--- config.mk ---
export PLATFORM = sky130hd
export DESIGN_NAME = alu_issue_stage_flat
export DESIGN_NICKNAME = d
export VERILOG_FILES = /design/src/rtl/alu_issue_pkg.sv /design/src/rtl/alu_issue_if.sv /design/src/rtl/alu_issue_decode.sv /design/src/rtl/alu_issue_stage.sv /design/src/flat_wrapper.sv
export SDC_FILE = /design/constraint.sdc
export NUM_CORES = 1
export LEC_CHECK = 0
export ABC_CLOCK_PERIOD_IN_PS = 2500
export CORE_ASPECT_RATIO = 0.75
export CORE_MARGIN = 5
export CORE_UTILIZATION = 45
export DETAILED_ROUTE_END_ITERATION = 12
export PLACE_DENSITY = 0.87
export SLEW_MARGIN = 20
export SYNTH_ARGS = -nofsm -noshare
export SYNTH_HDL_FRONTEND = slang
export SYNTH_SLANG_ARGS = --single-unit
--- constraint.sdc ---
create_clock -name clk -period 2.5 [get_ports clk]
set_input_delay 0.75 -clock clk [delete_from_list [all_inputs] [get_ports clk]]
set_output_delay 0.75 -clock clk [all_outputs]
set_load 0.005 [all_outputs]
--- src/rtl/alu_issue_pkg.sv ---
// Shared definitions for the LA32R ALU issue stage: one-hot ALU ops, opcode match values,
// the buffered entry layout and the buffer occupancy encoding.
package alu_issue_pkg;

  localparam int ALU_OP_W = 12;

  localparam int OP_ADD_BIT  = 0;
  localparam int OP_SUB_BIT  = 1;
  localparam int OP_SLT_BIT  = 2;
  localparam int OP_SLTU_BIT = 3;
  localparam int OP_AND_BIT  = 4;
  localparam int OP_NOR_BIT  = 5;
  localparam int OP_OR_BIT   = 6;
  localparam int OP_XOR_BIT  = 7;
  localparam int OP_SLL_BIT  = 8;
  localparam int OP_SRL_BIT  = 9;
  localparam int OP_SRA_BIT  = 10;
  localparam int OP_MOV_BIT  = 11;

  localparam logic [ALU_OP_W-1:0] ALU_ADD  = 12'b1 << OP_ADD_BIT;
  localparam logic [ALU_OP_W-1:0] ALU_SUB  = 12'b1 << OP_SUB_BIT;
  localparam logic [ALU_OP_W-1:0] ALU_SLT  = 12'b1 << OP_SLT_BIT;
  localparam logic [ALU_OP_W-1:0] ALU_SLTU = 12'b1 << OP_SLTU_BIT;
  localparam logic [ALU_OP_W-1:0] ALU_AND  = 12'b1 << OP_AND_BIT;
  localparam logic [ALU_OP_W-1:0] ALU_NOR  = 12'b1 << OP_NOR_BIT;
  localparam logic [ALU_OP_W-1:0] ALU_OR   = 12'b1 << OP_OR_BIT;
  localparam logic [ALU_OP_W-1:0] ALU_XOR  = 12'b1 << OP_XOR_BIT;
  localparam logic [ALU_OP_W-1:0] ALU_SLL  = 12'b1 << OP_SLL_BIT;
  localparam logic [ALU_OP_W-1:0] ALU_SRL  = 12'b1 << OP_SRL_BIT;
  localparam logic [ALU_OP_W-1:0] ALU_SRA  = 12'b1 << OP_SRA_BIT;
  localparam logic [ALU_OP_W-1:0] ALU_MOV  = 12'b1 << OP_MOV_BIT;

  // Matched against inst[31:15]
  localparam logic [16:0] OPC_ADD_W  = 17'h00020;
  localparam logic [16:0] OPC_SUB_W  = 17'h00022;
  localparam logic [16:0] OPC_SLT    = 17'h00024;
  localparam logic [16:0] OPC_SLTU   = 17'h00025;
  localparam logic [16:0] OPC_NOR    = 17'h00028;
  localparam logic [16:0] OPC_AND    = 17'h00029;
  localparam logic [16:0] OPC_OR     = 17'h0002a;
  localparam logic [16:0] OPC_XOR    = 17'h0002b;
  localparam logic [16:0] OPC_SLL_W  = 17'h0002e;
  localparam logic [16:0] OPC_SRL_W  = 17'h0002f;
  localparam logic [16:0] OPC_SRA_W  = 17'h00030;
  localparam logic [16:0] OPC_SLLI_W = 17'h00081;
  localparam logic [16:0] OPC_SRLI_W = 17'h00089;
  localparam logic [16:0] OPC_SRAI_W = 17'h00091;

  localparam logic [9:0] OPC_ADDI_W  = 10'h00a;
  localparam logic [6:0] OPC_LU12I_W = 7'h0a;

  typedef struct packed {
    logic [ALU_OP_W-1:0] op;
    logic [31:0]         src1;
    logic [31:0]         src2;
    logic [4:0]          dest;
    logic                illegal;
  } alu_issue_entry_t;

  // Bit 0 = main register valid, bit 1 = skid register valid
  typedef enum logic [1:0] {
    OCC_EMPTY = 2'b00,
    OCC_ONE   = 2'b01,
    OCC_TWO   = 2'b11
  } occ_state_t;

endpackage

--- src/rtl/alu_issue_if.sv ---
// Handshake and payload bundle between fetch/regfile read, the issue stage and the ALU.
// master = environment side, slave = the issue stage.
interface alu_issue_if;

  logic        in_valid;
  logic        in_ready;
  logic [31:0] in_inst;
  logic [31:0] in_rj_value;
  logic [31:0] in_rk_value;

  logic        out_valid;
  logic        out_ready;
  logic [11:0] alu_op;
  logic [31:0] alu_src1;
  logic [31:0] alu_src2;
  logic [4:0]  dest;
  logic        out_illegal;

  modport master (
    output in_valid, in_inst, in_rj_value, in_rk_value, out_ready,
    input  in_ready, out_valid, alu_op, alu_src1, alu_src2, dest, out_illegal
  );

  modport slave (
    input  in_valid, in_inst, in_rj_value, in_rk_value, out_ready,
    output in_ready, out_valid, alu_op, alu_src1, alu_src2, dest, out_illegal
  );

endinterface

--- src/rtl/alu_issue_decode.sv ---
// Combinational LA32R integer decode into an ALU entry.
// Illegal flagging is only built when ALU_ISSUE_ILLEGAL_EN is defined.
module alu_issue_decode
  import alu_issue_pkg::*;
(
  input  logic [31:0]      inst,
  input  logic [31:0]      rj_value,
  input  logic [31:0]      rk_value,
  output alu_issue_entry_t entry
);

  logic [ALU_OP_W-1:0] op_3r;
  logic [ALU_OP_W-1:0] op_shift_imm;

  always_comb begin
    op_3r = '0;
    case (inst[31:15])
      OPC_ADD_W: op_3r = ALU_ADD;
      OPC_SUB_W: op_3r = ALU_SUB;
      OPC_SLT:   op_3r = ALU_SLT;
      OPC_SLTU:  op_3r = ALU_SLTU;
      OPC_NOR:   op_3r = ALU_NOR;
      OPC_AND:   op_3r = ALU_AND;
      OPC_OR:    op_3r = ALU_OR;
      OPC_XOR:   op_3r = ALU_XOR;
      OPC_SLL_W: op_3r = ALU_SLL;
      OPC_SRL_W: op_3r = ALU_SRL;
      OPC_SRA_W: op_3r = ALU_SRA;
      default:   op_3r = '0;
    endcase
  end

  always_comb begin
    op_shift_imm = '0;
    case (inst[31:15])
      OPC_SLLI_W: op_shift_imm = ALU_SLL;
      OPC_SRLI_W: op_shift_imm = ALU_SRL;
      OPC_SRAI_W: op_shift_imm = ALU_SRA;
      default:    op_shift_imm = '0;
    endcase
  end

  // The four formats occupy disjoint opcode ranges, so the priority order is irrelevant
  always_comb begin
    entry      = '0;
    entry.dest = inst[4:0];
    if (op_3r != '0) begin
      entry.op   = op_3r;
      entry.src1 = rj_value;
      entry.src2 = rk_value;
    end else if (op_shift_imm != '0) begin
      entry.op   = op_shift_imm;
      entry.src1 = rj_value;
      entry.src2 = {27'b0, inst[14:10]};
    end else if (inst[31:22] == OPC_ADDI_W) begin
      entry.op   = ALU_ADD;
      entry.src1 = rj_value;
      entry.src2 = {{20{inst[21]}}, inst[21:10]};
    end else if (inst[31:25] == OPC_LU12I_W) begin
      entry.op   = ALU_MOV;
      entry.src2 = {inst[24:5], 12'b0};
    end
`ifdef ALU_ISSUE_ILLEGAL_EN
    entry.illegal = (entry.op == '0);
`else
    entry.illegal = 1'b0;
`endif
  end

endmodule

--- src/rtl/alu_issue_stage.sv ---
// Registered ALU issue stage: decode in front of a two-entry (main + skid) FIFO buffer.
// Define ALU_ISSUE_ILLEGAL_EN to flag undecodable instructions on out_illegal.
module alu_issue_stage
  import alu_issue_pkg::*;
(
  input  logic        clk,
  input  logic        reset,
  input  logic        flush,
  alu_issue_if.slave  bus
);

  occ_state_t       state;
  occ_state_t       state_next;
  alu_issue_entry_t decoded;
  alu_issue_entry_t main_q;
  alu_issue_entry_t skid_q;

  logic accept;
  logic retire;
  logic load_main_in;
  logic load_main_skid;
  logic load_skid;

  alu_issue_decode u_decode (
    .inst     (bus.in_inst),
    .rj_value (bus.in_rj_value),
    .rk_value (bus.in_rk_value),
    .entry    (decoded)
  );

  assign accept = bus.in_valid & bus.in_ready;
  assign retire = bus.out_valid & bus.out_ready;

  always_ff @(posedge clk) begin
    if (reset) begin
      state <= OCC_EMPTY;
    end else begin
      state <= state_next;
    end
  end

  // Flush wins over everything; with no loads asserted the buffered data is simply abandoned
  always_comb begin
    state_next     = state;
    load_main_in   = 1'b0;
    load_main_skid = 1'b0;
    load_skid      = 1'b0;
    if (flush) begin
      state_next = OCC_EMPTY;
    end else begin
      case (state)
        OCC_EMPTY: begin
          if (accept) begin
            state_next   = OCC_ONE;
            load_main_in = 1'b1;
          end
        end
        OCC_ONE: begin
          if (accept && retire) begin
            load_main_in = 1'b1;
          end else if (accept) begin
            state_next = OCC_TWO;
            load_skid  = 1'b1;
          end else if (retire) begin
            state_next = OCC_EMPTY;
          end
        end
        OCC_TWO: begin
          if (retire) begin
            state_next     = OCC_ONE;
            load_main_skid = 1'b1;
          end
        end
        default: state_next = OCC_EMPTY;
      endcase
    end
  end

  always_ff @(posedge clk) begin
    if (reset) begin
      main_q <= '0;
      skid_q <= '0;
    end else begin
      if (load_main_in) begin
        main_q <= decoded;
      end else if (load_main_skid) begin
        main_q <= skid_q;
      end
      if (load_skid) begin
        skid_q <= decoded;
      end
    end
  end

  // Both handshake outputs come straight from state bits, so in_ready never depends on out_ready
  assign bus.in_ready    = ~state[1];
  assign bus.out_valid   = state[0];
  assign bus.alu_op      = main_q.op;
  assign bus.alu_src1    = main_q.src1;
  assign bus.alu_src2    = main_q.src2;
  assign bus.dest        = main_q.dest;
  assign bus.out_illegal = main_q.illegal;

endmodule

--- src/flat_wrapper.sv ---
// flat-port wrapper written by rule: the top's interface ports become plain ports
module alu_issue_stage_flat import alu_issue_pkg::*;
  (clk, reset, flush, bus_in_valid, bus_in_inst, bus_in_rj_value, bus_in_rk_value, bus_out_ready, bus_in_ready, bus_out_valid, bus_alu_op, bus_alu_src1, bus_alu_src2, bus_dest, bus_out_illegal);
  alu_issue_if bus_i ();
  input  logic clk;
  input  logic reset;
  input  logic flush;
  input wire logic [$bits(bus_i.in_valid)-1:0] bus_in_valid;
  input wire logic [$bits(bus_i.in_inst)-1:0] bus_in_inst;
  input wire logic [$bits(bus_i.in_rj_value)-1:0] bus_in_rj_value;
  input wire logic [$bits(bus_i.in_rk_value)-1:0] bus_in_rk_value;
  input wire logic [$bits(bus_i.out_ready)-1:0] bus_out_ready;
  output wire logic [$bits(bus_i.in_ready)-1:0] bus_in_ready;
  output wire logic [$bits(bus_i.out_valid)-1:0] bus_out_valid;
  output wire logic [$bits(bus_i.alu_op)-1:0] bus_alu_op;
  output wire logic [$bits(bus_i.alu_src1)-1:0] bus_alu_src1;
  output wire logic [$bits(bus_i.alu_src2)-1:0] bus_alu_src2;
  output wire logic [$bits(bus_i.dest)-1:0] bus_dest;
  output wire logic [$bits(bus_i.out_illegal)-1:0] bus_out_illegal;
  assign bus_i.in_valid = bus_in_valid;
  assign bus_i.in_inst = bus_in_inst;
  assign bus_i.in_rj_value = bus_in_rj_value;
  assign bus_i.in_rk_value = bus_in_rk_value;
  assign bus_i.out_ready = bus_out_ready;
  assign bus_in_ready = bus_i.in_ready;
  assign bus_out_valid = bus_i.out_valid;
  assign bus_alu_op = bus_i.alu_op;
  assign bus_alu_src1 = bus_i.alu_src1;
  assign bus_alu_src2 = bus_i.alu_src2;
  assign bus_dest = bus_i.dest;
  assign bus_out_illegal = bus_i.out_illegal;
  alu_issue_stage u_core (.clk(clk), .reset(reset), .flush(flush), .bus(bus_i));
endmodule
==> flow_results.org, run 1 <==
** Clock network
- Count of hold buffers inserted by post-cts repair :: 0
- After clock tree synthesis, the clock-pin slew on the worst setup and hold paths is 60 ps.
- Clock root buffer master :: clkbuf_16
- The number of clock buffers added by TritonCTS is 17.
- The clock tree synthesis step divided the H-tree into 4 levels.
- The clock passes through at most 2 buffers.
- Clock tree from TritonCTS :: built
- Sinks on Clock Net :: 164
- Later-pin clock latency in the skew report :: 420 ps

** Logic synthesis
- Yosys instantiated no cell more often than dfxtp_1.
- For this run, the leading register cell type out of synthesis is dfxtp_1.
- The share of the Yosys chip area taken by registers is 0.4575.
- Synthesis instantiated 53 different standard cells from the library.
- Summing every instance area after synthesis gives 0.007177 mm^2.
- Flip-flop and latch count after synthesis :: 164
- The number of nets handed over by synthesis was 962.
- Of the post-synthesis cell area, the dominant cell type holds 0.4575.
- During synthesis, Yosys emitted a total of 0 warnings.
- Of all flip-flops after synthesis, the portion carrying an async set or reset was 0.
- Of all cell types, the one taking the most synthesized area is dfxtp_1.
- Yosys attributes the largest share of cell area to dfxtp_1 (46%), a21oi_1 (8.7%), nand2_1 (6.2%).
- Synthesized instance count :: 857
- Mean cell area of the mapped netlist :: 8.374 um^2
- Most numerous cell types in the synthesized netlist :: dfxtp_1 (164), a21oi_1 (125), nand2_1 (119)
- The synthesized design contains 0 enable-type register cells.

** GRT
- The number of antenna violations at the first check in global routing was 0.
- Number of global-route vias before repair :: 7,462
- The first global-routing pass estimated 38.89 mm of wire.
- Grt ovf :: 0
- Global-route usage over all layers :: 0.2549
- Entering global routing, the biggest net connects 64 pins.

** Power and ir drop
- Combinational Power Share :: 0.107
- The internal power of the cells totals 0.004390 W.
- In this run the power spent charging and discharging nets is 0.001407 W.
- Worst vdd ir :: 0.4514 mV
- The share of total power dissipated in sequential elements is 0.462.
- Of the total power, the clock network draws 0.431.
- Dividing total power by cell area gives a power density of 552.4 mW/mm^2.
- Of the total power, the share spent switching nets is 0.2428.
- Total power of the final layout :: 0.005797 W
- Leak pwr :: 3.512 nW

** Die
- Std-Cell Core Area :: 0.01582 mm^2
- The floorplan step set the die width to 155.8 um.
- Initial standard-cell utilization of the core :: 0.4538
- Number of placed I/O pins :: 185
- Die Span Y :: 119.4 um
- FP Rows :: 40
- Floorplan die area :: 0.01860 mm^2

** STA
- Unrepaired setup endpoints after global routing :: false
- Final hold slack :: 452.8 ps
- Across the routed clock network, the largest skew measured is 10.94 ps.
- In the finished design, the share of the clock period the worst path needs comes to 0.9615.
- Achievable frequency :: 416.0 MHz
- For the final routed database, the setup TNS stands at 0 ps.
- Setup violation total in the final timing report :: 0
- The final-report hold violation count is 0.
- The worst path in the final design needs a cycle of 2404 ps, including I/O delays and setup.
- Max-slew violation count :: 0

** Job
- Max-cap violation count :: 0

** Place
- Port-buffer cells :: 183
- Routability-driven placement finished with a final weighted congestion of 0.9283.
- Detail Placement HPWL :: 16.65 mm
- In this run the cell area measured after placement is 0.009851 mm^2.

** Setup path
- The critical path contains buffers and inverters numbering 4 combined.
- STA classifies the critical path startpoint as a primary input.
- Traced cell by cell, the critical path runs through clkdlybuf4s50_1 > nand2b_1 > a31oi_1 > buf_4 > a2111oi_4 > buf_4 > buf_12 > a221oi_1 > nor2_1.
- STA classifies the critical path endpoint as a register.
- Kind of critical path :: primary input to register
- Data required, critical path :: 2800 ps
- Among the stages of the critical path, the cell type that occurs most often is buf_4.
- Launch point of the worst reg-to-reg path :: u_core.state[1]$_SDFFE_PP0P_
- Launch point of the critical path :: bus_in_inst[16]
- Worst-path fanout max :: 19
- Worst path slowest cell :: clkdlybuf4s50_1
- STA puts the critical path data arrival time at 2700 ps.
- The cell family contributing the most delay on the critical path is buffers and inverters.
- The largest single stage delay on the critical path is 510 ps.

** Min path
- Worst Hold Launch :: u_core.skid_q[80]$_SDFFE_PP0P_
- The tightest min-delay check is of the register to register type.

** Drt
- Via-to-Cell Ratio :: 6.162
- Initial DRC count :: 796
- Wire length after detailed routing :: 24.95 mm
- The detailed router placed 7,918 vias in this run.
- Routed length per placed instance :: 19.42 um
- Number of remaining DRC errors :: 0
- The first detailed-routing pass ran for 8 iterations.
- The count of nets left with antenna violations once routing finished came out at 0.

** Outcome
- The run finished with clean final reports.

** Finish
- After routing the design area is 0.01049 mm^2.
- Layout Area Growth over Synthesis :: 46.22%
- After the last flow step, the layout net total stands at 1,169.
- Of the cells placed in the final design, the portion with a size suffix greater than 1 is 0.1367.
- Post-layout utilization of the core :: 0.6635
- Antenna Cells :: 0
[layout by cell type (no fill, tap or decap), types with 5 or more instances in the layout]
master | netlist | final
o22ai_1 | 22 | 22
a21oi_1 | 125 | 123
clkdlybuf4s50_1 | 0 | 174
o21ai_1 | 33 | 32
o211ai_1 | 32 | 32
a221oi_1 | 16 | 16
clkbuf_16 | 0 | 18
a31oi_1 | 10 | 9
a311oi_1 | 14 | 14
a32o_1 | 5 | 5
a32oi_1 | 36 | 35
dfxtp_1 | 164 | 164
nor2_1 | 60 | 60
buf_12 | 0 | 18
buf_4 | 4 | 74
nand3_1 | 10 | 9
nand2_1 | 119 | 117
a22oi_1 | 33 | 33
a211oi_1 | 22 | 22
dlymetal6s2s_1 | 0 | 8
nor3_1 | 17 | 17
inv_1 | 5 | 5
[per-stage QoR]
step                std cells  setup slack (ps)
detailed placement       1252            -402.3
CTS                      1282             11.14
floorplan                 857             267.7
global route             1285             12.56
finish                   1285             96.35
global placement         1252            -386.4
[power groups by stage]
stage                     clock network, W  registers [W]  logic (W)
final                              0.00250        0.00268   0.000620
after floorplan                          0        0.00273   0.000220
after global routing               0.00265        0.00268   0.000656
after global placement                   0        0.00273   0.000591
after CTS                          0.00252        0.00268   0.000607
after detailed placement                 0        0.00274   0.000599
[registers in the layout (all words and copies together) (netlist names)]
| register | count |
|---|---|
| u_core.skid_q | 81 |
| u_core.bus.alu_src1 | 32 |
| u_core.bus.alu_src2 | 32 |
| u_core.bus.alu_op | 12 |
| u_core.bus.dest | 5 |
| u_core.state | 2 |
[worst reg2reg max path, delay by kind of cell (launching register included)]
family          cells  cell delay, ps
compound gates      2             560
buf+inv             3             530
flops               1             450
fa+ha+maj           1             280
simple gates        3             270
[cell type report]
class | count | area, um^2
fill | 1251 | 5321
multi-input combinational | 600 | 3586
sequential | 164 | 3283
timing repair buffer | 275 | 2783
clock buffer | 20 | 456.7
tap | 210 | 262.8
clock inverter | 10 | 100.1
inverter | 6 | 22.52
[layer usage]
layer  up-vias  wire (um)  track usage
met3        65       2334      0.07120
met5         -          0            0
met4         0        819       0.1022
met1      3782      10250       0.3431
li1       3618          -            -
met2       453      11550       0.3859
[final timing paths]
path | to | slack, ps | depth (start not counted)
max reg2reg | u_core.bus.alu_src2[4]$_SDFFE_PP0P_ | 280 | 9
min | u_core.skid_q[80]$_SDFFE_PP0P_ | 450 | 2
min reg2reg | u_core.skid_q[80]$_SDFFE_PP0P_ | 450 | 2
max | u_core.bus.alu_src2[4]$_SDFFE_PP0P_ | 100 | 9
[kinds of logic after synthesis]
kind of cell,after synthesis,synth area share
AO/OA/AOI/OAI,358,0.3325
adder cells (fa/ha/maj),4,0.006974
buffers and inverters,93,0.05352
flip-flops,164,0.4575
multiplexers,1,0.001569
other,1,0.0005225
AND/OR/NAND/NOR,236,0.1475
[timing repair]
| item | 4_1_cts | 5_1_grt |
|---|---|---|
| setup buffers | 0 | 2 |
| endpoints found under the hold margin | 0 | 0 |
| cloned | 0 | 1 |
| setup endpoints to repair | 1 | 107 |
| pin swaps | 1 | 5 |
| resized for setup | 0 | 13 |
No activity file was read; power rests on OpenSTA's default activity.
==> run 2, diff against run 1 <==
PLACE_DENSITY = 0.85   (was 0.87)
SYNTH_HIERARCHICAL = 1   (was unset)
==> run 2 against run 1 <==
  * Core utilization shrank 3.4 points
  * Clock power grew 4%
  * First-iteration DRC count shrank 20%
  * Wire length shrank 7.4%
  * Setup slack lost 57 ps
  * Synthesized cell count grew 4.3%
  * Sequential share of layout area grew 0.086 points
  * Critical path type unchanged
  * Critical endpoint is now u_core/bus.alu_src2[28]$_SDFFE_PP0P_
==> flow_results.org, run 2 <==
** Power and ir drop
- Fraction of power consumed by sequential logic :: 0.464 (+0.002)
- The power density normalized to cell area is 540.7 mW/mm^2 (-2.1%).
- Combinational Power Share :: 0.082 (-0.025)
- The net switching power figure came to 0.001309 W (-7.0%).
- Cell-internal power :: 0.004419 W (+0.67%)
- Total power of the final layout :: 0.005728 W (-1.2%)
- Leak pwr :: 4.263 nW (+21%)
- The switching share of power was 0.2285 (-0.01429).
- The share of power burned in the clock network came to 0.453 (+0.022).
- The worst-case vdd ir drop was 0.3644 mV (-19%).

** Finish
- The library cell used most frequently in the layout, excluding fill and tap cells, is nand2_1.
- Layout fillers :: 1,377 (+10%)
- Antenna Cells :: 0 (unchanged)
- Layout Area Growth over Synthesis :: 37.15%
- The post-route cell area is 0.01059 mm^2 (+0.94%).
- Highest-count cells in the layout ignoring fill and taps :: nand2_1 (242), clkdlybuf4s50_1 (183), dfxtp_1 (166)
- Register name with the most flops :: u_core/skid_q
- Flip-flop count of the largest register after layout :: 82 (+1.2%)
- Number of nets in the finished design :: 1,178 (+0.77%)
- The fraction of final layout cells with drive strength greater than 1 came to 0.1926 (+0.05588).

** Clock network
- The number of H-tree levels came to 4 (unchanged).
- Later-pin clock latency in the skew report :: 420 ps (about the same)
- TritonCTS built the clock tree.
- Number of buffers added by the clock tree synthesis step :: 17 (unchanged)
- The cts-stage hold buffer count was 0 (unchanged).
- Clock-pin slew on the worst setup and hold paths :: 60 ps (about the same)
- The root buffer cell chosen for the clock tree is clkbuf_16.
- Maximum clock path buffer count :: 2 (unchanged)
- The number of clock sinks was 166 (+1.2%).

** STA
- Share of the clock period used by the worst path :: 0.9843 (+0.02282)
- The total negative setup slack was 0 ps (unchanged).
- Achievable frequency :: 406.4 MHz (-2.3%)
- Setup repair after global routing could not meet its margin everywhere.
- The worst setup slack after layout was 39.30 ps (-57.05 ps).
- Final worst clock skew :: 9.079 ps (-1.858 ps)
- Final Hold Viols :: 0 (unchanged)
- The post-route minimum period is 2461 ps (+57.05 ps).
- The count of pins over their slew limit came to 0 (unchanged).
- At the pin with the least slew margin, the transition time is 565.6 ps.
- Max transition margin :: 0.6230
- The number of setup violations in the final report was 0 (unchanged).

** Setup path
- Worst-path fanout max :: 4 (-15)
- The critical path in this run is classified as primary input to register.
- The kind of cell with the highest combined delay along the critical path is buffers and inverters.
- Top cell by count, worst path :: buf_4
- The worst setup path is launched from a primary input.
- STA classifies the critical path endpoint as a register.
- The buffers plus inverters on the worst setup path was 3 (-1).
- Crit path largest cell delay :: 470 ps (-40 ps)
- Critical Path AT :: 2830 ps (+130 ps)
- Worst-path cell chain :: clkdlybuf4s50_1 > or3_1 > buf_4 > nor4_4 > buf_4 > o21ai_0 > o21ai_1 > a22o_2 > a21o_1
- Worst path slowest cell :: or3_1
- Data required, critical path :: 2870 ps (+70 ps)

** Logic synthesis
- Mean cell area of the mapped netlist :: 8.639 um^2 (+3.2%)
- The most common cell in the synthesized netlist is nand2_1.
- The sequential fraction of the synthesis area came to 0.4303 (-0.02720).
- Distinct cells, synth :: 54 (+1.9%)
- Ranked by instance count, the synthesized netlist is headed by nand2_1 (242), dfxtp_1 (166), a21oi_1 (124).
- The gate count of the mapped netlist is 894 (+4.3%).
- Number of enable-type register cells in the synthesized netlist :: 0 (unchanged)
- Fraction of the mapped netlist area in simple logic gates :: 0.1683 (+0.02082)
- Mux share of post-synthesis cell area :: 0 (-0.001569)
- The post-synthesis instance area is 0.007724 mm^2 (+7.6%).
- The adder-cell area share of the yosys netlist is 0.006480 (-0.0004937).
- By area, the combinational part of the netlist is dominated by compound AO/OA/AOI/OAI gates.
- Area leader, netlist :: dfxtp_1
- The number of nets in the synthesized netlist came to 999 (+3.8%).
- The synthesis warning total came to 6 (+6).
- The total of flip-flops plus latches after synthesis is 166 (+1.2%).
- The fraction of post-synthesis cell area in the top cell type by area came to 0.4303 (-0.02720).
- Flip-flop cell with the highest count after synthesis :: dfxtp_1
- The async set-or-reset flop fraction in the synthesized netlist is 0 (unchanged).
- By area the synthesized netlist is led by dfxtp_1 (43%), nand2_1 (12%), a21oi_1 (8.0%).
- Area fraction in compound gates after synthesis :: 0.3311 (-0.001342)
- The area share of xor/xnor cells in the synthesized design was 0 (unchanged).

** GRT
- The met2 track demand over resource is 0.3617 (-0.02420).
- Global routing's busiest layer :: met2
- The pin count of the biggest net entering global routing is 62 (-3.1%).
- Grt ovf :: 0 (unchanged)
- Global-route usage over all layers :: 0.2263 (-0.02864)
- The number of antenna violations at the first check in global routing came to 0 (unchanged).
- The met1 global-route usage was 0.3052 (-0.03795).
- Global-route wire length before repair :: 35.95 mm (-7.6%)
- The number of global-route vias before repair was 7,025 (-5.9%).
- The global routing met3 resource utilization is 0.05232 (-0.01888).

** Drt
- Wire length after detailed routing :: 23.11 mm (-7.4%)
- Via-to-Cell Ratio :: 5.662 (-8.1%)
- The number of DRC violations after detailed-routing iteration 0 is 636 (-20%).
- Routed length per placed instance :: 17.77 um (-8.5%)
- Number of remaining DRC errors :: 0 (unchanged)
- Number of routed nets with antenna violations :: 0 (unchanged)
- First-pass iteration count of the detailed router :: 7 (-1)
- The via count of the routed design came to 7,361 (-7.0%).

** Place
- Detail Placement HPWL :: 15.82 mm (-5.0%)
- Setup slack after placement :: -375.4 ps (+26.81 ps)
- GPL Wtd Cong :: 0.8524 (-8.2%)
- Placed Instance Area :: 0.009990 mm^2 (+1.4%)
- Port-buffer cells :: 184 (+0.55%)

** Die
- Floorplan die area :: 0.01991 mm^2 (+7.0%)
- The placeable core area is 0.01683 mm^2 (+6.4%).
- Initial standard-cell utilization of the core :: 0.4590 (+0.005230)
- Horiz. Die Dim :: 161.3 um (+3.5%)
- The I/O pin count is 185 (unchanged).
- FP Rows :: 41 (+2.5%)
- The floorplan die height was 123.5 um (+3.4%).

** Job
- The number of max-cap violations is 0 (unchanged).

** Min path
- Tightest Hold Check Type :: register to register

** Outcome
- Status :: finished clean
-- run 2: per-stage QoR --
step / util / hold slack (ps) / cells
6_report: 0.6295 / 450.3 / 1300
5_1_grt: 0.6295 / 464.3 / 1300
4_1_cts: 0.6283 / 453.3 / 1300
3_5_place_dp: 0.5937 / 438.4 / 1269
3_3_place_gp: 0.5937 / 432.3 / 1269
2_1_floorplan: - / 435.9 / 894
-- run 2: layout make-up --
type	instances	area [um^2]	area share
repair buffers	244	2431	0.2295
clock buffers	21	460.4	0.04347
clock inverters	10	121.4	0.01146
multi-input cells	640	3973	0.3750
well taps	215	269.0	0.02540
inverters	4	15.01	0.001417
flip-flops and latches	166	3323	0.3137
-- run 2: kinds of logic (layout without fill, tap and decap cells) --
| family | count (synthesis) | in the layout |
|---|---|---|
| adder cells (fa/ha/maj) | 4 | 4 |
| other | 1 | 1 |
| flip-flops | 166 | 166 |
| buffers and inverters | 88 | 279 |
| AO/OA/AOI/OAI | 335 | 335 |
| AND/OR/NAND/NOR | 300 | 300 |
-- run 2: power groups by stage --
| stage | Combinational (W) | Clock (W) | Sequential [W] |
|---|---|---|---|
| floorplan | 0.000170 | 0 | 0.00272 |
| global route | 0.000500 | 0.00276 | 0.00266 |
| detailed placement | 0.000464 | 0 | 0.00272 |
| global placement | 0.000461 | 0 | 0.00272 |
| finish | 0.000472 | 0.00260 | 0.00266 |
| CTS | 0.000467 | 0.00264 | 0.00266 |
-- run 2: timing repair --
action / in CTS / in global routing
setup buffers: 0 / 0
setup endpoints to repair: 0 / 22
endpoints found under the hold margin: 0 / 0
resized for setup: 0 / 6
-- run 2: worst paths after layout --
check | slack [ps] | cells after the start | to | from
worst max-delay path | 40 | 9 | u_core/bus.alu_src2[28]$_SDFFE_PP0P_ | bus_in_inst[27]
worst min-delay path | 450 | 1 | u_core/bus.alu_op[6]$_SDFFE_PP0P_ | u_core/bus.alu_op[6]$_SDFFE_PP0P_
worst min register to register | 450 | 1 | u_core/bus.alu_op[6]$_SDFFE_PP0P_ | u_core/bus.alu_op[6]$_SDFFE_PP0P_
worst max register to register | 170 | 7 | u_core/bus.alu_src1[30]$_SDFFE_PP0P_ | u_core/state[0]$_SDFFE_PP0P_
-- run 2: worst register-to-register path: cells and delay by family (launching register included) --
family                     cells  cell delay, ps
adders and majority gates      1             270
AOI/OAI and AO/OA              3             780
DFF                            1             510
buffers and inverters          2             460
and+or+nand+nor                1             260
-- run 2: per-layer routing --
layer  up-vias  part of all wire
li1       3502                 -
met1      3490              0.45
met2       333              0.45
met3        36             0.083
met4         0             0.019
met5         -                 0
==> run 3, diff against run 2 <==
CTS_CLUSTER_DIAMETER = 120   (was unset)
==> results of run 3 <==
The final DEF is identical to that of run 2; final timing and power are the same.
